$ cat src/rtl/exec_unit_p.sv
// Register-file datapath with IR-decoded ALU, condition flags and a program counter
// that supports PC-relative branches, absolute loads from the ALU and increment.
module exec_unit_p #(
    parameter int DW   = 16,
    parameter int NREG = 8,
    parameter int OFFW = 8
) (
    input  logic          clk,
    input  logic          reset,
    input  logic [DW-1:0] d_in,
    input  logic          ir_ld,
    input  logic          w_en,
    input  logic          s_sel,
    input  logic          pc_ld,
    input  logic          pc_inc,
    input  logic          pc_sel,
    input  logic          adr_sel,
    output logic [DW-1:0] d_out,
    output logic [DW-1:0] address,
    output logic          c,
    output logic          n,
    output logic          z
);

    localparam int AW = $clog2(NREG);

    localparam logic [3:0] OP_PASS_R = 4'h0;
    localparam logic [3:0] OP_ADD    = 4'h1;
    localparam logic [3:0] OP_SUB    = 4'h2;
    localparam logic [3:0] OP_AND    = 4'h3;
    localparam logic [3:0] OP_OR     = 4'h4;
    localparam logic [3:0] OP_XOR    = 4'h5;
    localparam logic [3:0] OP_NOT    = 4'h6;
    localparam logic [3:0] OP_INC    = 4'h7;
    localparam logic [3:0] OP_DEC    = 4'h8;
    localparam logic [3:0] OP_SHL    = 4'h9;
    localparam logic [3:0] OP_SHR    = 4'hA;
    localparam logic [3:0] OP_PASS_S = 4'hB;

    localparam logic [DW:0]   ALU_ONE = 1;
    localparam logic [DW-1:0] PC_ONE  = 1;

    logic [DW-1:0] ir;
    logic [DW-1:0] pc;
    logic [DW-1:0] regs [NREG];

    logic [3:0]    op;
    logic [AW-1:0] w_idx;
    logic [AW-1:0] r_idx;
    logic [AW-1:0] s_idx;
    logic [DW-1:0] r_val;
    logic [DW-1:0] s_val;
    logic [DW:0]   alu_wide;
    logic [DW-1:0] offset_ext;
    logic [DW-1:0] pc_target;
    logic [DW-1:0] pc_mux;
    logic          unused_ir_bits;

    assign op     = ir[DW-1:DW-4];
    assign w_idx  = ir[3*AW-1:2*AW];
    assign r_idx  = ir[2*AW-1:AW];
    assign s_idx  = ir[AW-1:0];
    assign r_val  = regs[r_idx];
    assign s_val  = s_sel ? d_in : regs[s_idx];
    assign unused_ir_bits = ^ir;

    // Every op produces a DW+1 result whose top bit is the carry/borrow/shifted-out bit.
    always_comb begin
        alu_wide = {1'b0, r_val};
        case (op)
            OP_PASS_R: alu_wide = {1'b0, r_val};
            OP_ADD:    alu_wide = {1'b0, r_val} + {1'b0, s_val};
            OP_SUB:    alu_wide = {1'b0, r_val} - {1'b0, s_val};
            OP_AND:    alu_wide = {1'b0, r_val & s_val};
            OP_OR:     alu_wide = {1'b0, r_val | s_val};
            OP_XOR:    alu_wide = {1'b0, r_val ^ s_val};
            OP_NOT:    alu_wide = {1'b0, ~r_val};
            OP_INC:    alu_wide = {1'b0, r_val} + ALU_ONE;
            OP_DEC:    alu_wide = {1'b0, r_val} - ALU_ONE;
            OP_SHL:    alu_wide = {r_val, 1'b0};
            OP_SHR:    alu_wide = {r_val[0], 1'b0, r_val[DW-1:1]};
            OP_PASS_S: alu_wide = {1'b0, s_val};
            default:   alu_wide = {1'b0, r_val};
        endcase
    end

    assign d_out      = alu_wide[DW-1:0];
    assign offset_ext = {{(DW-OFFW){ir[OFFW-1]}}, ir[OFFW-1:0]};
    assign pc_target  = pc + offset_ext;
    assign pc_mux     = pc_sel ? d_out : pc_target;
    assign address    = adr_sel ? r_val : pc;

    always_ff @(posedge clk or negedge reset) begin
        if (!reset) begin
            for (int i = 0; i < NREG; i++) regs[i] <= '0;
        end else if (w_en) begin
            regs[w_idx] <= d_out;
        end
    end

    always_ff @(posedge clk or negedge reset) begin
        if (!reset) begin
            c <= 1'b0;
            n <= 1'b0;
            z <= 1'b0;
        end else if (w_en) begin
            c <= alu_wide[DW];
            n <= d_out[DW-1];
            z <= (d_out == '0);
        end
    end

    // IR and PC both update from values decoded off the pre-edge IR.
    always_ff @(posedge clk or negedge reset) begin
        if (!reset) begin
            ir <= '0;
            pc <= '0;
        end else begin
            if (ir_ld) ir <= d_in;
            if (pc_ld) pc <= pc_mux;
            else if (pc_inc) pc <= pc + PC_ONE;
        end
    end

endmodule
$ cat config.mk
export PLATFORM = sky130hd
export DESIGN_NAME = exec_unit_p
export DESIGN_NICKNAME = d
export VERILOG_FILES = /design/src/rtl/exec_unit_p.sv
export SDC_FILE = /design/constraint.sdc
export NUM_CORES = 1
export LEC_CHECK = 0
export BUFFER_PORTS_ARGS = -buffer_cell sky130_fd_sc_hd__buf_2
export CORE_ASPECT_RATIO = 0.7
export CORE_MARGIN = 4
export CORE_UTILIZATION = 25
export CTS_BUF_LIST = sky130_fd_sc_hd__clkbuf_4
export DETAILED_ROUTE_END_ITERATION = 12
export GPL_ROUTABILITY_DRIVEN = 0
export PLACE_DENSITY_LB_ADDON = 0.25
export SLEW_MARGIN = 20
export SYNTH_ARGS = -nofsm -noshare
export SYNTH_HDL_FRONTEND = slang
export SYNTH_SLANG_ARGS = --single-unit
$ cat constraint.sdc
create_clock -name clk -period 15.92 [get_ports clk]
set_input_delay 0 -clock clk [delete_from_list [all_inputs] [get_ports clk]]
set_output_delay 0 -clock clk [all_outputs]
set_load 0.1 [all_outputs]
==> impl_metrics.ini, run 1 <==
[clock_tree]
ctsRootBufferMaster = clkbuf_4
cts_max_level = 4
clkSinkCount = 160
clk-insertion-delay-late_ns = 0.62
cts.reportedPaths.clkPinSlew_ns = 0.15
cts_buffers = 17
tritoncts = yes
ctsResizeCount = 0
cts.path.max_buffers = 2

[cells_and_area]
antenna-diode-count = 0
post-route-cell-area_um2 = 14000
area_taken_by_flip_flops_and_latches_um2 = 4010
utilization = 0.282
filler_cell_count = 5262
multi_input_area_um2 = 7740
drive_above_1_share = 0.192
layout-area-overhead-vs-synth_pct = 11.5
finalNetCount = 1471

[critical_path]
timing_worst_setup_path_type = register to primary output
setup.reg_to_reg.worst_slack_ns = 9.63
worst_r2r_startpoint = ir[0]$_DFFE_PN0P_
worst_setup_path_startpoint = ir[0]$_DFFE_PN0P_
startpoint_class_of_the_critical_path = register
worst-endpoint-required_ns = 15.92
timing.critical_path.arrival_ns = 6.86
end_kind = primary output
timing.rr.end = z$_DFFE_PN0P_
worst-r2r-cell-count = 20
cp_max_fo = 22
worst_setup_path_endpoint = d_out[15]

[route]
detail_route.wl_per_cell_um = 22.6
detailroute.via_count = 10800
wirelength_mm = 46.5
drcViolationCount = 0
antenna_violating_nets_post_route = 0
initialDrtViolationCount = 1162
viasPerCell = 5.23
drt_first_pass_iters = 5

[yosys]
yosys.cell_count.top_type = nand2_1
yosys_most_used_dff = dfrtp_1
synth_top_area_cell = dfrtp_1
synth.cell_area_um2 = 12500
netlist_top_cells_area = dfrtp_1 (32%), mux4_2 (9.5%), o21ai_0 (8.0%)
mappedNetlistNets = 1444
netlist-cell-type-count = 104
post_synth_inst_count = 1351
synth_sequential_area_ratio = 0.320
synth_edf_count = 0
synthesized_area_divided_by_synthesized_cell_count_um2 = 9.27
yosys.area.top_type_share = 0.320
post_synth_most_frequent_cells = nand2_1 (203), o21ai_0 (199), dfrtp_1 (160)
synth.ff_latch_count = 160
ys_warn_count = 0
asyncSetResetFlopFracSynth = 1.00

[timing]
report.final.setup_viol = 0
finalSetupTns_ns = 0
final_max_slew_viol_count = 0
tightestPinTransition_ns = 1.06
slew_headroom = 0.270
report.final.hold_viol_count = 0
min_period_over_period = 0.431
achievable-frequency_ghz = 0.146
grt_setup_unrepaired = false
finalWorstPathRequiredPeriod_ns = 6.86
fin_worst_skew_ns = 0.0304

[floorplanning]
floorplan.initialDensity = 0.253
die_footprint_um2 = 53800
io_pins = 60
die-height_um = 195
rows = 68
core_region_area_um2 = 49400
die-width_um = 276

[global_routing]
gr-usage-all-layers = 0.174
grt_antenna_before_repair = 0
first_global_vias = 10600
grt_max_degree = 100
gr-total-overflow = 0
met3_usage = 0.0477
gr-max-usage-layer = met1
grt_first_pass_wirelength_mm = 70.6
global_route.usage.met2 = 0.245
use_met1 = 0.270

[job]
timing.max_cap.violations = 0

[run_status]
run_status = finished, final reports clean

[power]
peakVddDrop_v = 0.000189
power.leakage_nw = 5.93
total_power_density_per_cell_area_nw_per_um2 = 203

[min_path]
min_path_type = input port to async pin

[placement]
dp_hpwl_mm = 33.3
io_buffers = 59
detailed_place.area_um2 = 13300
layout by cell type, fill, tap and decap left out, types with 20 or more instances in the layout:
master	synthesis	final
a21oi_1	48	48
buf_2	18	58
buf_4	19	28
clkbuf_4	1	20
dfrtp_1	160	157
dlygate4sd3_1	0	32
ha_1	66	66
inv_1	56	56
mux2_2	22	22
mux2i_1	26	26
mux4_2	53	53
nand2_1	203	203
nand3_1	23	21
nor2_1	67	67
o21ai_0	199	199
xnor2_1	35	35
where the power goes:
| group | total (mW) | switching [mW] | internal [mW] |
|---|---|---|---|
| sequential | 0.746 | 0.165 | 0.582 |
| combinational | 1.81 | 1.20 | 0.610 |
| clock | 0.282 | 0.166 | 0.116 |
repair_timing:
item                                   CTS  global route
endpoints found under the hold margin  130             3
hold buffers                            31             1
buffers inserted                         0             0
worst min-delay path by stage:
stage               cells after the start  slack [ns]               endpoint
floorplan                               0       -0.30          c$_DFFE_PN0P_
global route                            2        0.12   regs[25]$_DFFE_PN0P_
detailed placement                      1        0.19   regs[41]$_DFFE_PN0P_
global placement                        1        0.17  regs[121]$_DFFE_PN0P_
CTS                                     2      0.0002      ir[3]$_DFFE_PN0P_
finish                                  2        0.06   regs[25]$_DFFE_PN0P_
state kept, by name, summed over array words and instances (netlist names):
register	cells
ir	13
z	1
pc	16
n	1
c	1
regs	128
routing by layer:
layer | part of all wire | up-vias
li1 | - | 4961
met1 | 0.49 | 5326
met2 | 0.41 | 437
met3 | 0.087 | 34
met4 | 0.0076 | 0
met5 | 0 | -
critical path, cell delays in order, from the launching register on:
cell       delay, ns
dfrtp_2         0.66
buf_4           0.51
mux4_2          0.62
o221ai_4        0.30
ha_1            0.30
inv_1           0.12
nor3_4          0.28
o21ai_0         0.13
o41ai_1         0.08
o21ai_0         0.10
and3_1          0.21
ha_1            0.35
or2_1           0.25
a311o_2         0.41
o2111ai_2       0.13
a21oi_2         0.11
or3_1           0.40
a211o_1         0.30
a32o_2          0.36
inv_1           0.15
buf_2           0.44
final cells by class:
type / count / area share
repair buffers: 119 / 0.0596
well taps: 665 / 0.0596
clock inverters: 12 / 0.0113
inverters: 65 / 0.0175
multi-input cells: 1015 / 0.554
flip-flops and latches: 160 / 0.287
clock buffers: 20 / 0.0108
through the flow:
stage               cells  hold slack (ns)  power [mW]  setup slack (ns)
floorplan            1351           -0.296        2.07             10.84
finish               2056           0.0561        2.84              9.06
detailed placement   1992            0.194        2.53              9.68
global placement     1992            0.171        2.51              9.71
CTS                  2055         0.000218        2.82              9.04
global route         2056            0.121        3.04              8.61
cell families after synthesis:
| kind of cell | Yosys count | synth area share |
|---|---|---|
| mux | 113 | 0.158 |
| simple gates | 387 | 0.143 |
| compound gates | 397 | 0.207 |
| fa+ha+maj | 68 | 0.0691 |
| buf+inv | 176 | 0.0685 |
| flops | 160 | 0.320 |
| xor+xnor | 50 | 0.0350 |
Note: power is estimated with default switching activity, not from simulation.
==> run 2: changes to the inputs <==
--- a/config.mk
+++ b/config.mk
@@ -5,6 +5,7 @@
 export SDC_FILE = /design/constraint.sdc
 export NUM_CORES = 1
 export LEC_CHECK = 0
+export ABC_AREA = 1
 export BUFFER_PORTS_ARGS = -buffer_cell sky130_fd_sc_hd__buf_2
 export CORE_ASPECT_RATIO = 0.7
 export CORE_MARGIN = 4
==> constraint.sdc (replaced) <==
create_clock -name clk -period 6.3 [get_ports clk]
set_input_delay 0 -clock clk [delete_from_list [all_inputs] [get_ports clk]]
set_output_delay 0 -clock clk [all_outputs]
set_load 0.1 [all_outputs]
==> run 2 against run 1 <==
Against the previous run:
- combinational power up 76%
- synthesized cell count up 47%
- clock-buffer cell count down 1
- final cell count up 32%
- sequential power up 140%
- die area up 6.0%
- global-route usage up 0.42 points
- flip-flop and latch count unchanged
- wire length up 11%
- critical path depth up 6
==> impl_metrics.ini, run 2 <==
[run_status]
run_status = finished, final reports clean

[yosys]
netlist-cell-type-count = 48
synth_sequential_area_ratio = 0.301
asyncSetResetFlopFracSynth = 1.00
synth_edf_count = 0
post_synth_inst_count = 1989
netlist_top_cells_area = dfrtp_1 (30%), nand2_1 (16%), o21ai_0 (9.9%)
yosys_most_used_dff = dfrtp_1
synth.cell_area_um2 = 13300
ys_warn_count = 0
synth_top_area_cell = dfrtp_1
synthesized_area_divided_by_synthesized_cell_count_um2 = 6.69
yosys.cell_count.top_type = nand2_1
synth.ff_latch_count = 160
mappedNetlistNets = 2082
post_synth_most_frequent_cells = nand2_1 (552), o21ai_0 (263), inv_1 (192)
yosys.area.top_type_share = 0.301

[floorplanning]
floorplan.initialDensity = 0.254
die_footprint_um2 = 57000
rows = 70
die-width_um = 284
core_region_area_um2 = 52500
die-height_um = 201
io_pins = 60

[clock_tree]
tritoncts = yes
clkSinkCount = 160
cts.path.max_buffers = 2
post-cts-setup-buffers = 0
clk-insertion-delay-late_ns = 0.62
cts.reportedPaths.clkPinSlew_ns = 0.16
cts_buffers = 17
cts_max_level = 4
ctsRootBufferMaster = clkbuf_4

[critical_path]
worst_r2r_startpoint = ir[1]$_DFFE_PN0P_
worst_path_dominant_cell_family = simple AND/OR/NAND/NOR gates
crit_slowest_cell = dfrtp_1
setup.reg_to_reg.worst_slack_ns = 0.96
timing.rr.end = pc[9]$_DFFE_PN0P_
worst-endpoint-required_ns = 6.30
count_of_buffering_cells_on_the_critical_path_with_inverters_included = 5
worst_setup_path_startpoint = ir[1]$_DFFE_PN0P_
worst_path_most_repeated_cell = nand2_1
worst-r2r-cell-count = 22
cp_max_fo = 37
startpoint_class_of_the_critical_path = register
timing_worst_setup_path_type = register to primary output
max_stage_delay_ns = 0.71
timing.critical_path.arrival_ns = 5.78
end_kind = primary output

[route]
detailroute.via_count = 13700
viasPerCell = 5.03
initialDrtViolationCount = 1479
detail_route.wl_per_cell_um = 19.0
drt_first_pass_iters = 5
antenna_violating_nets_post_route = 0
wirelength_mm = 51.6
drcViolationCount = 0

[power]
swShare = 0.538
power.sequential.fraction = 0.311
power.leakage_nw = 7.02
intPower_mw = 2.64
total_power_density_per_cell_area_nw_per_um2 = 390
peakVddDrop_v = 0.000296
p_clk_frac = 0.131
switchingPower_mw = 3.08
total_power_mw = 5.72
combPwrFrac = 0.558

[timing]
finalSetupTns_ns = 0
report.final.setup_viol = 0
report.final.hold_viol_count = 0
slew_headroom = 0.358
finalWorstPathRequiredPeriod_ns = 5.78
grt_setup_unrepaired = false
min_period_over_period = 0.917
fin_worst_skew_ns = 0.0327
achievable-frequency_ghz = 0.173
final_max_slew_viol_count = 0
tightestPinTransition_ns = 0.962

[placement]
io_buffers = 59
dp_hpwl_mm = 36.9
detailed_place.area_um2 = 13900

[cells_and_area]
layout_top_registers = regs (128), pc (16), ir (13)
largest-register = regs
finalNetCount = 2110
layout.cells.most_common = nand2_1
layout-area-overhead-vs-synth_pct = 10.3
post-route-cell-area_um2 = 14700
number_of_flip_flops_in_the_largest_register = 128
drive_above_1_share = 0.0995
most-common-layout-cells = nand2_1 (552), o21ai_0 (263), inv_1 (191)

[global_routing]
first_global_vias = 12800
grt_antenna_before_repair = 1
gr-usage-all-layers = 0.178
grt_max_degree = 84
grt_first_pass_wirelength_mm = 79.6
gr-total-overflow = 0

[min_path]
min_path_type = input port to register
hold-path-cell-count = 4
hp-start = w_en
hold_path_end = c$_DFFE_PN0P_

[job]
timing.max_cap.violations = 0
[run 2: cell count changes in the layout (fill, tap and decap cells not counted), moves of 20 or more]
cell	change
a21oi_1	+39
inv_1	+135
mux2_2	-21
mux2i_1	-26
mux4_2	-53
nand2_1	+349
nand2_2	+23
nand3_1	+163
nor2_1	+48
o211ai_1	+20
o21ai_0	+64
xnor2_1	-29
[run 2: cells by family (layout without fill, tap and decap cells)]
kind of cell | count (synthesis) | in the layout | share of synthesized area
fa+ha+maj | 68 | 68 | 0.0651
compound gates | 461 | 461 | 0.192
other cells | 0 | 1 | 0
simple gates | 938 | 938 | 0.303
buf+inv | 338 | 379 | 0.123
flops | 160 | 160 | 0.301
mux | 1 | 1 | 0.000846
xor+xnor | 23 | 23 | 0.0151
[run 2: timing repair]
item                       in CTS  in global routing
resized for setup               0                  2
setup endpoints to repair       0                  3
hold buffers                   47                  0
hold endpoints to repair      134                  0
[run 2: layer usage]
metal / vias to the layer above / global-route usage / share of wire
met5: - / 0 / 0
met4: 0 / 0.0311 / 0.012
met3: 44 / 0.0386 / 0.088
met2: 556 / 0.250 / 0.39
met1: 6497 / 0.279 / 0.51
li1: 6558 / - / -
[run 2: worst reg2reg max path, delay by kind of cell (launching register included)]
family,cells,cell delay (ns)
AO/OA/AOI/OAI,4,0.73
adder cells (fa/ha/maj),1,0.32
buffers and inverters,3,1.40
flip-flops,1,0.61
AND/OR/NAND/NOR,14,2.25
[run 2: final cells by class]
cell class | instances | area [µm²]
repair buffers | 135 | 1010
flip-flops and latches | 160 | 4010
fillers | 5870 | 37800
inverters | 212 | 800
multi-input cells | 1491 | 7670
well taps | 684 | 856
clock inverters | 13 | 186
clock buffers | 19 | 143
diodes | 1 | 2.50
[run 2: power groups by stage]
stage               combinational [mW]  clock [mW]  sequential [mW]
finish                            3.19       0.749             1.78
global route                      3.55       0.806             1.84
CTS                               3.18       0.772             1.77
detailed placement                3.13           0             1.79
global placement                  3.10           0             1.78
floorplan                         2.45           0             1.69
[run 2: how the worst max path moves through the flow]
| stage | endpoint | slack [ns] | cells after the start |
|---|---|---|---|
| finish | d_out[14] | 0.52 | 26 |
| floorplan | d_out[15] | 2.55 | 30 |
| detailed placement | d_out[15] | 1.17 | 26 |
| global route | d_out[15] | 0.03 | 23 |
| global placement | d_out[14] | 1.18 | 26 |
| CTS | d_out[14] | 0.43 | 27 |
[run 2: through the flow]
step	hold slack [ns]	std cells	util	worst slack, ns
2_1_floorplan	-0.296	1989	-	2.55
3_3_place_gp	-0.00870	2635	0.264	1.18
3_5_place_dp	-0.00863	2635	0.264	1.17
4_1_cts	0.158	2714	0.280	0.427
5_1_grt	0.232	2714	0.280	0.0263
6_report	0.220	2715	0.280	0.521
